<file path="src/rtl/led_strip_pkg.sv">
// -----------------------------------------------------------------------------
// led_strip_pkg
// Shared constants for the WS2812-style LED strip driver:
//   - FSM state encoding (IDLE / LOAD / SEND / LATCH)
//   - colour order of the serial word (GRB) and bits per LED
//   - default timing constants for a 50 MHz system clock
//   - packWord helper that assembles the 24-bit word in the selected order
// No ports (package).
// -----------------------------------------------------------------------------
package led_strip_pkg;

    // FSM state encoding
    localparam logic [1:0] ST_IDLE  = 2'd0;
    localparam logic [1:0] ST_LOAD  = 2'd1;
    localparam logic [1:0] ST_SEND  = 2'd2;
    localparam logic [1:0] ST_LATCH = 2'd3;

    // Colour order of the word on the wire
    localparam logic [1:0] ORDER_GRB   = 2'd0;
    localparam logic [1:0] ORDER_RGB   = 2'd1;
    localparam logic [1:0] COLOR_ORDER = ORDER_GRB;

    localparam int BITS_PER_LED = 24;

    // Defaults for a 50 MHz clock
    localparam int DEF_MAX_POS   = 109;
    localparam int DEF_T0H_CYC   = 20;
    localparam int DEF_T1H_CYC   = 40;
    localparam int DEF_BIT_CYC   = 63;
    localparam int DEF_LATCH_CYC = 3000;
    localparam int DEF_DIM_SHIFT = 2;

    // Assemble the transmitted word, first bit on the wire in bit 23
    function automatic logic [23:0] packWord(input logic [1:0] order,
                                             input logic [7:0] g,
                                             input logic [7:0] r,
                                             input logic [7:0] b);
        logic [23:0] w;
        case (order)
            ORDER_RGB: w = {r, g, b};
            default:   w = {g, r, b};
        endcase
        return w;
    endfunction

endpackage

</file>
<file path="src/rtl/ws2812_bit_encoder.sv">
// -----------------------------------------------------------------------------
// ws2812_bit_encoder
// Generates the waveform of one WS2812 bit period. A start pulse begins a new
// period on the following cycle; dout is high for T1H_CYC (bit=1) or T0H_CYC
// (bit=0) cycles and low for the remainder of the BIT_CYC-cycle period.
// Ports:
//   clk        in   system clock
//   rst_n      in   asynchronous active-low reset
//   start_i    in   begin a new bit period next cycle (may coincide with bit_done_o)
//   bit_i      in   value of the bit being sent; must be held for the whole period
//   dout_o     out  registered serial output
//   bit_done_o out  high on the last cycle of a bit period
// -----------------------------------------------------------------------------
module ws2812_bit_encoder #(
    parameter int T0H_CYC = 20,
    parameter int T1H_CYC = 40,
    parameter int BIT_CYC = 63
) (
    input  logic clk,
    input  logic rst_n,
    input  logic start_i,
    input  logic bit_i,
    output logic dout_o,
    output logic bit_done_o
);

    localparam int CW = $clog2(BIT_CYC);
    localparam logic [CW-1:0] LAST = CW'(BIT_CYC - 1);
    localparam logic [CW-1:0] T0H  = CW'(T0H_CYC);
    localparam logic [CW-1:0] T1H  = CW'(T1H_CYC);

    logic [CW-1:0] cnt_q, cnt_d;
    logic          active_q, active_d;
    logic          dout_q, dout_d;

    // dout is computed for the cycle about to start, so the registered output
    // lines up exactly with the counter value it belongs to. A start always
    // opens with a high cycle since both high times are at least one cycle.
    always_comb begin
        cnt_d    = cnt_q;
        active_d = active_q;
        dout_d   = 1'b0;
        if (start_i) begin
            cnt_d    = '0;
            active_d = 1'b1;
            dout_d   = 1'b1;
        end else if (active_q) begin
            if (cnt_q == LAST) begin
                cnt_d    = '0;
                active_d = 1'b0;
            end else begin
                cnt_d  = cnt_q + CW'(1);
                dout_d = (cnt_d < (bit_i ? T1H : T0H));
            end
        end
    end

    // Period counter and output register
    always_ff @(posedge clk or negedge rst_n) begin
        if (!rst_n) begin
            cnt_q    <= '0;
            active_q <= 1'b0;
            dout_q   <= 1'b0;
        end else begin
            cnt_q    <= cnt_d;
            active_q <= active_d;
            dout_q   <= dout_d;
        end
    end

    assign dout_o     = dout_q;
    assign bit_done_o = active_q && (cnt_q == LAST);

endmodule

</file>
<file path="src/rtl/led_strip_driver.sv">
// -----------------------------------------------------------------------------
// led_strip_driver
// Scans LED indices 0..MAX_POS-1, samples the compositor's G/R/B intensities
// and serialises them MSB first (GRB order) as a WS2812-style stream, followed
// by a LATCH_CYC-cycle low gap. Frames repeat while enable is high; a frame in
// progress always completes.
// Optional feature: define LED_DIMMER_EN to capture each channel as
// (intensity >> DIM_SHIFT). Timing is identical in both builds.
// Ports:
//   clk                  in   system clock
//   rst_n                in   asynchronous active-low reset
//   enable               in   keep refreshing the strip while high
//   current_led          out  LED index presented to the compositor
//   led_green_intensity  in   green value for current_led
//   led_red_intensity    in   red value for current_led
//   led_blue_intensity   in   blue value for current_led
//   dout                 out  registered serial data to the strip
//   busy                 out  high whenever the FSM is not idle
//   frame_done           out  one-cycle pulse on the last latch cycle
// -----------------------------------------------------------------------------
module led_strip_driver
    import led_strip_pkg::*;
#(
    parameter int MAX_POS   = DEF_MAX_POS,
    parameter int T0H_CYC   = DEF_T0H_CYC,
    parameter int T1H_CYC   = DEF_T1H_CYC,
    parameter int BIT_CYC   = DEF_BIT_CYC,
    parameter int LATCH_CYC = DEF_LATCH_CYC,
    parameter int DIM_SHIFT = DEF_DIM_SHIFT,
    localparam int IW       = $clog2(MAX_POS)
) (
    input  logic          clk,
    input  logic          rst_n,
    input  logic          enable,
    output logic [IW-1:0] current_led,
    input  logic [7:0]    led_green_intensity,
    input  logic [7:0]    led_red_intensity,
    input  logic [7:0]    led_blue_intensity,
    output logic          dout,
    output logic          busy,
    output logic          frame_done
);

`ifdef LED_DIMMER_EN
    localparam bit DIM_ON = 1'b1;
`else
    localparam bit DIM_ON = 1'b0;
`endif
    localparam int SHIFT = DIM_ON ? DIM_SHIFT : 0;

    localparam int LW = $clog2(LATCH_CYC);
    localparam logic [LW-1:0] LATCH_LAST = LW'(LATCH_CYC - 1);
    localparam logic [IW-1:0] LED_LAST   = IW'(MAX_POS - 1);

    logic [1:0]    state_q, state_d;
    logic [IW-1:0] led_q, led_d;
    logic [23:0]   shreg_q, shreg_d;
    logic [4:0]    bitCnt_q, bitCnt_d;
    logic [LW-1:0] latchCnt_q, latchCnt_d;
    logic [23:0]   word;
    logic          encStart;
    logic          bitDone;

    // Captured word; with the dimmer disabled SHIFT is zero and the
    // channels pass through untouched.
    assign word = packWord(COLOR_ORDER,
                           led_green_intensity >> SHIFT,
                           led_red_intensity   >> SHIFT,
                           led_blue_intensity  >> SHIFT);

    // Frame sequencer. The next bit period is started in the same cycle the
    // current one finishes, so bits within a word are back to back; only the
    // LOAD cycle separates consecutive words.
    always_comb begin
        state_d    = state_q;
        led_d      = led_q;
        shreg_d    = shreg_q;
        bitCnt_d   = bitCnt_q;
        latchCnt_d = latchCnt_q;
        encStart   = 1'b0;
        case (state_q)
            ST_IDLE: begin
                if (enable) begin
                    state_d = ST_LOAD;
                    led_d   = '0;
                end
            end
            ST_LOAD: begin
                shreg_d  = word;
                bitCnt_d = 5'(BITS_PER_LED - 1);
                encStart = 1'b1;
                state_d  = ST_SEND;
            end
            ST_SEND: begin
                if (bitDone) begin
                    shreg_d = {shreg_q[22:0], 1'b0};
                    if (bitCnt_q == 5'd0) begin
                        if (led_q == LED_LAST) begin
                            state_d    = ST_LATCH;
                            latchCnt_d = '0;
                        end else begin
                            led_d   = led_q + IW'(1);
                            state_d = ST_LOAD;
                        end
                    end else begin
                        bitCnt_d = bitCnt_q - 5'd1;
                        encStart = 1'b1;
                    end
                end
            end
            ST_LATCH: begin
                if (latchCnt_q == LATCH_LAST) begin
                    led_d   = '0;
                    state_d = enable ? ST_LOAD : ST_IDLE;
                end else begin
                    latchCnt_d = latchCnt_q + LW'(1);
                end
            end
            default: state_d = ST_IDLE;
        endcase
    end

    // Sequencer state registers
    always_ff @(posedge clk or negedge rst_n) begin
        if (!rst_n) begin
            state_q    <= ST_IDLE;
            led_q      <= '0;
            shreg_q    <= '0;
            bitCnt_q   <= '0;
            latchCnt_q <= '0;
        end else begin
            state_q    <= state_d;
            led_q      <= led_d;
            shreg_q    <= shreg_d;
            bitCnt_q   <= bitCnt_d;
            latchCnt_q <= latchCnt_d;
        end
    end

    // shreg_q[23] is the bit currently on the wire; it only shifts at the end
    // of a period, so it stays valid for the encoder the whole time.
    ws2812_bit_encoder #(
        .T0H_CYC (T0H_CYC),
        .T1H_CYC (T1H_CYC),
        .BIT_CYC (BIT_CYC)
    ) u_bit_encoder (
        .clk        (clk),
        .rst_n      (rst_n),
        .start_i    (encStart),
        .bit_i      (shreg_q[23]),
        .dout_o     (dout),
        .bit_done_o (bitDone)
    );

    assign current_led = led_q;
    assign busy        = (state_q != ST_IDLE);
    assign frame_done  = (state_q == ST_LATCH) && (latchCnt_q == LATCH_LAST);

endmodule

</file>
<file path="config.mk">
export PLATFORM = sky130hd
export DESIGN_NAME = led_strip_driver
export DESIGN_NICKNAME = d
export VERILOG_FILES = /design/src/rtl/led_strip_pkg.sv /design/src/rtl/ws2812_bit_encoder.sv /design/src/rtl/led_strip_driver.sv
export SDC_FILE = /design/constraint.sdc
export NUM_CORES = 1
export LEC_CHECK = 0
export CAP_MARGIN = 20
export CORE_MARGIN = 8
export CORE_UTILIZATION = 25
export CTS_BUF_LIST = sky130_fd_sc_hd__clkbuf_4 sky130_fd_sc_hd__clkbuf_8
export CTS_CLUSTER_DIAMETER = 120
export DETAILED_ROUTE_END_ITERATION = 10
export SETUP_SLACK_MARGIN = 0.2
export SYNTH_ARGS = -nofsm -noshare
export SYNTH_HDL_FRONTEND = slang
export SYNTH_SLANG_ARGS = --single-unit
export TNS_END_PERCENT = 30
</file>
<file path="constraint.sdc">
create_clock -name clk -period 2.35 [get_ports clk]
set_clock_uncertainty 0.05 [all_clocks]
set_input_delay 0.705 -clock clk [delete_from_list [all_inputs] [get_ports clk]]
set_output_delay 0.705 -clock clk [all_outputs]
set_load 0.05 [all_outputs]
</file>
# Word level (Yosys, flattened, before mapping)
# Index checks and enable logic that the tools add are counted.
# totals
register_bits	58
input_bits	27
output_inout_bits	10
wordCells	77
# op_classes
add_sub_neg	4
order_cmp	1
eq_ne	14
muxes	36
n_reduce_logical	14
# ops
cell	count
2-to-1 mux 12 bit	4
case mux 24 bit (2 select lines)	1
2-to-1 mux 7 bit	5
2-to-1 mux 24 bit	1
2-to-1 mux 6 bit	4
case mux 12 bit (2 select lines)	1
case mux 7 bit (3 select lines)	1
!= test 2 bit, second input constant	8
adder 12 x 1 -> 12 bit, second input constant	1
equality test 12 bit, second input constant	1
2-to-1 mux 2 bit	5
2-to-1 mux 5 bit	2
case mux 5 bit (2 select lines)	1
2-to-1 mux 1 bit	9
case mux 2 bit (4 select lines)	1
nonzero test 2 bit	4
adder 7 x 1 -> 7 bit, second input constant	1
equality test 7 bit, second input constant	1
adder 6 x 1 -> 6 bit, second input constant	1
equality test 6 bit, second input constant	1
< comparator 6 bit	1
AND reduction 6 bit	1
logical NOT 5 bit	1
AND reduction 5 bit	1
other kinds (10)	12

# Depth between registers and ports, before layout
# Gate-level depths: netlist of run 1.
# depth
depth_word	5
ltp_mapped	9
ltp_nobuf	7

# Hierarchy
# From an unflattened synthesis of run 1, not the netlist that was laid out.
# unflattened
cells_unflattened	343
area_unflattened_um2	3251.9
# modules_own_cells
mod	n_inst	cells_each	area_per_inst_um2	seq_area_each_um2
led_strip_driver	1	286	2731.4	1251.2
ws2812_bit_encoder	1	57	520.5	200.2

# Worst setup path after synthesis of run 1
# No wires, ideal clock.
# synth_path
path_kind	register to output
start	register latchCnt_q[6]
end	output frame_done
arrival_time_ns	2.036
required_time_ns	1.595
setup_slack_ns	-0.441
path_stages_with_launch	4
n_path_buf	0
cell_sequence	dfrtp_1 or4b_4 or3_4 nor2_1
# synth_via
elab_chain_len	2
# synth_rtl
item	line	text
from (decl)	led_strip_driver.sv:59	logic [LW-1:0] latchCnt_q, latchCnt_d;
from (signal assigned)	led_strip_driver.sv:136	latchCnt_q <= latchCnt_d;
equality test 12 bit	led_strip_driver.sv:157	assign frame_done = (state_q == ST_LATCH) && (latchCnt_q == LATCH_LAST);
logical AND 1 bit	led_strip_driver.sv:157	
to (decl)	led_strip_driver.sv:41	output logic frame_done
# No other way between the ends.

# Worst setup path after layout of run 1
# Ends and elaborated chain as after synthesis.

==> key figures, run 1 <==
Synthesis
  • Most frequent cells after synthesis: 58 x dfrtp_1, 39 x nor2_1, 34 x a21oi_1
  • Async SR Flop Fraction: between 90% and 100%
  • Ys flop type: dfrtp_1
  • Yosys cell types: 46
  • Synthesized area: 3220 um^2
  • Warnings, synthesis: 0
  • Largest area contributor in the netlist: dfrtp_1
  • Main area contributors after synthesis: dfrtp_1 45%, mux2i_1 7.5%, ha_1 5.8%
  • Register area share after synthesis: 45.0%
  • Post-synth EDFFs: 0
  • Yosys reg bits: 58
  • Avg Cell Area, Syn: 9.37 um^2
  • Most frequent cell after synthesis: dfrtp_1
  • Syn Nets: about 390
  • Gate Count Post-Synth: roughly 340
  • Yosys top cell area share: 45.0%

Die
  • Core ar.: 12600 um^2
  • Die area: 16800 um^2
  • Die X: 130 um
  • Row cnt: 41
  • Die Height: 130 um
  • IO Count: 37
  • Starting density of the core: about a quarter

STA
  • Slew Limit Headroom: 67.0%
  • Fmax: 376 MHz
  • # setup viols final: 1
  • Count of final hold-check violations: 0
  • Fin worst setup slack: -0.311 ns
  • Actual slew at the worst max-slew pin: 0.497 ns
  • RSZ-0062 raised after global routing: yes
  • Final period util: 113%
  • Tmin final: 2.66 ns
  • Max Slew Vio Count: 0

CTS
  • CTS tree: yes
  • H-tree levels: 3
  • # hold bufs at CTS: 0
  • Clock tree sinks: 58
  • CTS buffer count: 9
  • Clock buffer depth: 2
  • CTS root buf: clkbuf_8
  • Clk slew on worst S/H paths: 0.07 ns
  • Clock latency at the later pin of the worst-skew pair: around 0.34 ns

Power and ir drop
  • Sequential share of power: 47.3%
  • Leak pwr: 0.00193 uW
  • Design Power: between 2000 and 2500 uW
  • Comb power frac: 5.2%
  • Net Sw Frac: 21.3%
  • Clk pwr share: 47.5%
  • Cell Pwr Density: 512 nW/um^2
  • Cell Int Power: 1720 uW
  • P_sw: around 470 uW
  • Max VDD drop: 0.267 mV

Setup path
  • Max stage delay on crit path: 0.54 ns
  • Worst setup path class: flip-flop to primary output
  • Crit Reg-Reg Endpoint: state_q[0]
  • Critical-path maximum fanout: 2
  • Crit. End Element: primary output
  • Cell-by-cell trace of the critical path: or4b_4 > or3_4 > nor2_4 > buf_12
  • Arr. time, crit path: 1.91 ns
  • Crit path launch type: flip-flop
  • Max stage delay cell, worst path: or4b_4
  • R2R cell count: 6
  • R2R setup slack: 0.15 ns
  • Crit path buffers/inverters: 1
  • Worst R2R Start: latchCnt_q[6]
  • Largest delay share family, worst path: simple AND/OR/NAND/NOR gates
  • Worst path required time: approximately 1.6 ns

Run status
  • Failing checks: negative setup slack
  • Status: finished with violations

Detailed routing
  • DR WL/cell: approximately 13 um
  • Iteration-0 DRC Markers: a little under 80
  • Total number of vias: 2668
  • Post-route ant nets: 0
  • DRC Markers: 0
  • 1st-pass router iterations: 6
  • Via density: 4.63
  • WL final: 7530 um

GRT
  • First-pass GRT wire length: 12800 um
  • Vias in the first global route: 2722
  • Largest net degree at the start of global routing: 59
  • GRT Residual Overflow: 0
  • Initial antenna violation count: 0
  • Tot GR Track Use: 9.49%

Place
  • DP Cell Count: 557
  • Hpwl dp: 5360 um
  • GPL Wtd Cong: ~0.79
  • Input/output buffers: 36

Hold path
  • Hold crit path type: primary input to asynchronous set/reset pin

Layout
  • Share of cells above drive strength 1: between 15 and 20%
  • Nets: 441
  • Non-Filler Instances: 576
  • Synthesis-to-finish area growth: 32.3%
  • Ant diodes: 0

Flow run
  • Max-cap violations: 0
## flip-flops by register name (all words and copies together) (netlist names)
| signal | flops |
|---|---|
| bitCnt_q | 5 |
| u_bit_encoder.active_q | 1 |
| shreg_q | 24 |
| u_bit_encoder.cnt_q | 6 |
| u_bit_encoder.dout_o | 1 |
| state_q | 2 |
| latchCnt_q | 12 |
| current_led | 7 |
## cell usage in the layout, fill, tap and decap left out, types with 3 or more instances in the layout
| master | instances |
|---|---|
| a21oi_1 | 34 |
| a31oi_1 | 3 |
| and2_1 | 5 |
| and3_1 | 8 |
| buf_12 | 4 |
| buf_4 | 25 |
| clkbuf_8 | 10 |
| clkdlybuf4s50_1 | 25 |
| dfrtp_1 | 56 |
| ha_1 | 12 |
| ha_2 | 3 |
| inv_1 | 7 |
| inv_2 | 4 |
| mux2i_1 | 24 |
| nand2_1 | 25 |
| nand3_1 | 26 |
| nand4_1 | 7 |
| nand4b_1 | 5 |
| nor2_1 | 37 |
| nor2b_1 | 4 |
| nor3_1 | 4 |
| o211ai_1 | 4 |
| o21a_1 | 3 |
| o21ai_0 | 8 |
| o21ai_1 | 3 |
| o22ai_1 | 4 |
| o31ai_2 | 3 |
| or4_1 | 3 |
| xnor2_1 | 3 |
| xor2_1 | 3 |
## routing by layer
layer / vias up / global-route usage [%] / part of all wire [%]
li1: 1365 / - / -
met1: 1261 / 12.2 / 50
met2: 37 / 14.5 / 45
met3: 5 / 3.04 / 3.5
met4: 0 / 3.62 / 1.3
met5: - / 0 / 0
## metrics by stage
step | util [%] | hold WS [ns] | area, um^2 | worst slack (ns) | TNS [ns]
final | 33.8 | 0.315 | 4270 | -0.311 | -0.311
after global routing | 33.8 | 0.331 | 4270 | -0.379 | -0.379
after CTS | 33.0 | 0.310 | 4170 | -0.334 | -0.334
after detailed placement | 31.1 | 0.460 | 3930 | 0.0375 | 0
after global placement | 31.1 | 0.436 | 3930 | 0.0551 | 0
after floorplan | - | 0.359 | 3240 | -0.0617 | -0.0617
## worst max path at each step
stage	from	to	slack (ns)	cells past startpoint
2_1_floorplan	latchCnt_q[6]	frame_done	-0.06	3
4_1_cts	latchCnt_q[6]	frame_done	-0.33	4
5_1_grt	latchCnt_q[6]	frame_done	-0.38	4
3_5_place_dp	latchCnt_q[6]	frame_done	0.04	4
3_3_place_gp	latchCnt_q[6]	frame_done	0.06	4
6_report	latchCnt_q[6]	frame_done	-0.31	4
## area by class of cell
cell class                      count  area [um^2]
Multi-Input combinational cell    260         1770
Fill cell                        1312         8350
Clock buffer                       11          145
Inverter                           12         45.0
Tap cell                          172          215
Sequential cell                    58         1450
Clock inverter                      5         77.6
Timing Repair Buffer               58          554
## cell families after synthesis
group / synth area share [%]
DFF: 45.0
xor gates and xnor gates: 1.63
adders and majority gates: 5.82
muxes: 7.80
and+or+nand+nor: 22.6
buffers and inverters: 3.18
AOI/OAI and AO/OA: 14.0
## power by group through the flow
stage	Sequential, uW	Combinational [uW]	Clock, uW
3_5_place_dp	1050	118	0
2_1_floorplan	1050	34.7	0
4_1_cts	1030	117	1070
3_3_place_gp	1050	115	0
5_1_grt	1030	128	1100
6_report	1030	114	1040
## what timing repair did
item,4_1_cts,5_1_grt
gates resized for setup,5,23
pin swaps,3,10
buffers inserted,0,3
setup endpoints to repair,24,20
No activity file was read; power rests on OpenSTA's default activity.
==> inputs of run 2 (changes only) <==
--- a/config.mk
+++ b/config.mk
@@ -13,3 +13,3 @@
 export DETAILED_ROUTE_END_ITERATION = 10
-export SETUP_SLACK_MARGIN = 0.2
+export SETUP_SLACK_MARGIN = 0.5
 export SYNTH_ARGS = -nofsm -noshare
--- a/constraint.sdc
+++ b/constraint.sdc
@@ -4,2 +4,2 @@
 set_output_delay 0.705 -clock clk [all_outputs]
-set_load 0.05 [all_outputs]
+set_load 0.02 [all_outputs]
==> run 2 against run 1 <==
  * The run still ends with negative setup slack left
  * First-iteration DRC count rose to 2.5 times the previous value
  * Critical path depth unchanged
  * Register-to-register slack worse by 0.24 ns
  * Final cell count up 7.8%
  * Wire length up 28%
  * Combinational power up 25%
  * Largest power group is now sequential cells
  * Sequential cell count unchanged
  * Critical path type unchanged
  * Maximum frequency up 0.24%
==> key figures, run 2 (same netlist as run 1, synthesis figures left out) <==
Run status
  • Status: finished with violations
  • Failing checks: negative setup slack

Setup path
  • Crit path launch type: flip-flop
  • Max stage delay cell, worst path: or4b_4
  • Crit path buffers/inverters: 1
  • Critical-path maximum fanout: 2
  • Crit. End Element: primary output
  • Cell-by-cell trace of the critical path: or4b_4 > or3_4 > nor2_4 > buf_6
  • Arr. time, crit path: 1.90 ns
  • Worst setup path class: flip-flop to primary output
  • Largest delay share family, worst path: simple AND/OR/NAND/NOR gates
  • Max stage delay on crit path: 0.53 ns
  • Worst path required time: ~1.6 ns

GRT
  • Initial antenna violation count: 0
  • GRT Residual Overflow: 0
  • Vias in the first global route: 3056
  • Tot GR Track Use: 10.8%
  • Largest net degree at the start of global routing: between 40 and 50
  • First-pass GRT wire length: 14500 um

Place
  • DP Cell Count: 567
  • Input/output buffers: 36
  • GPL Wtd Cong: 0.820
  • Hpwl dp: between 5000 and 6000 um

Die
  • IO Count: 37
  • Die X: 130 um
  • Die Height: 130 um
  • Die area: 16800 um^2
  • Starting density of the core: 25.6%
  • Row cnt: 41
  • Core ar.: about 13000 um^2

STA
  • Actual slew at the worst max-slew pin: slightly above 0.5 ns
  • Count of final hold-check violations: 0
  • Fmax: 377 MHz
  • Final period util: 113%
  • Slew Limit Headroom: 65.7%
  • Total negative slack: -0.546 ns
  • Tmin final: about 2.7 ns
  • Fin worst setup slack: -0.304 ns
  • Max Slew Vio Count: 0
  • # setup viols final: 4
  • RSZ-0062 raised after global routing: yes

CTS
  • Clock buffer depth: 2
  • CTS buffer count: 9
  • Clock latency at the later pin of the worst-skew pair: around 0.35 ns
  • H-tree levels: 3
  • CTS root buf: clkbuf_8
  • CTS tree: yes
  • Clk slew on worst S/H paths: ~0.07 ns
  • Clock tree sinks: 58

Detailed routing
  • Post-route ant nets: 0
  • WL final: between 9000 and 10000 um
  • DR WL/cell: between 15 and 20 um
  • 1st-pass router iterations: 4
  • Iteration-0 DRC Markers: about 200
  • DRC Markers: 0
  • Total number of vias: around 3000
  • Via density: 4.88

Layout
  • Reg with most FFs: shreg_q
  • Synthesis-to-finish area growth: 63.5%
  • Commonest non-fill, non-tap cell in the layout: dfrtp_1
  • Non-Filler Instances: 621
  • Ant diodes: 0
  • Share of cells above drive strength 1: 45.7%
  • Nets: 486
  • Filler cell count: 1222
  • Max reg flops: 24
  • Most frequent cells in the layout: 49 x dfrtp_1, 37 x buf_4, 27 x nor2_4

Flow run
  • Max-cap violations: 0

Power and ir drop
  • Max VDD drop: 0.292 mV
  • Leak pwr: 0.00226 uW
  • Design Power: ~2100 uW
  • Cell Pwr Density: 396 nW/um^2

Hold path
  • Hold crit path type: primary input to asynchronous set/reset pin
[run 2: power breakdown]
group	internal [uW]	leakage, uW	switching (uW)
combinational	81.6	0.00146	60.1
sequential	1020	0.000695	23.0
clock	490	0.000103	413
[run 2: path summary, 6_finish.rpt]
kind / start / end / slack (ns) / depth (start not counted)
hold / removal: rst_n / shreg_q[23] / 0.28 / 1
min in group clk: bitCnt_q[0] / bitCnt_q[0] / 0.46 / 1
setup / recovery: latchCnt_q[6] / frame_done / -0.30 / 4
max in group asynchronous: rst_n / u_bit_encoder.cnt_q[3] / 1.47 / 2
setup reg to reg: latchCnt_q[6] / state_q[0] / -0.09 / 8
hold reg to reg: bitCnt_q[0] / bitCnt_q[0] / 0.46 / 1
[run 2: layer usage]
metal	global-route usage [%]	wire length [um]	part of all wire, %
met2	17.9	4780	49
met3	3.45	402	4.2
met5	0	0	0
met4	4.44	123	1.3
met1	12.8	4350	45
[run 2: stage by stage]
| step | hold slack [ns] | instance area [um^2] | setup slack (ns) | utilization [%] |
|---|---|---|---|---|
| floorplan | 0.359 | 3290 | 0.0640 | - |
| finish | 0.276 | 5270 | -0.304 | 41.8 |
| CTS | 0.278 | 4790 | -0.322 | 37.9 |
| global route | 0.298 | 5270 | -0.352 | 41.8 |
| detailed placement | 0.452 | 4030 | -0.406 | 32.0 |
| global placement | 0.441 | 4030 | -0.409 | 32.0 |
[run 2: timing repair]
item / 4_1_cts / 5_1_grt
buffers inserted: 16 / 14
hold endpoints to repair: 0 / 0
gates cloned: 1 / 7
setup endpoints to repair: 63 / 61
hold buffers: 0 / 0
resized for setup: 146 / 64
pin swaps: 47 / 66
[run 2: cell type report]
| type | instances | area [um^2] | area share, % |
|---|---|---|---|
| clock inverters | 2 | 10.0 | 0.190 |
| flip-flops and latches | 58 | 1460 | 27.7 |
| clock buffers | 14 | 180 | 3.42 |
| multi-input cells | 261 | 2290 | 43.5 |
| repair buffers | 102 | 1060 | 20.1 |
| well taps | 172 | 215 | 4.08 |
| inverters | 12 | 53.8 | 1.02 |
==> inputs of run 3 (changes only) <==
Settings changed: ABC_CLOCK_PERIOD_IN_PS from default to 2350.
==> results of run 3 <==
Final layout, timing and power as in run 2 (identical DEF).
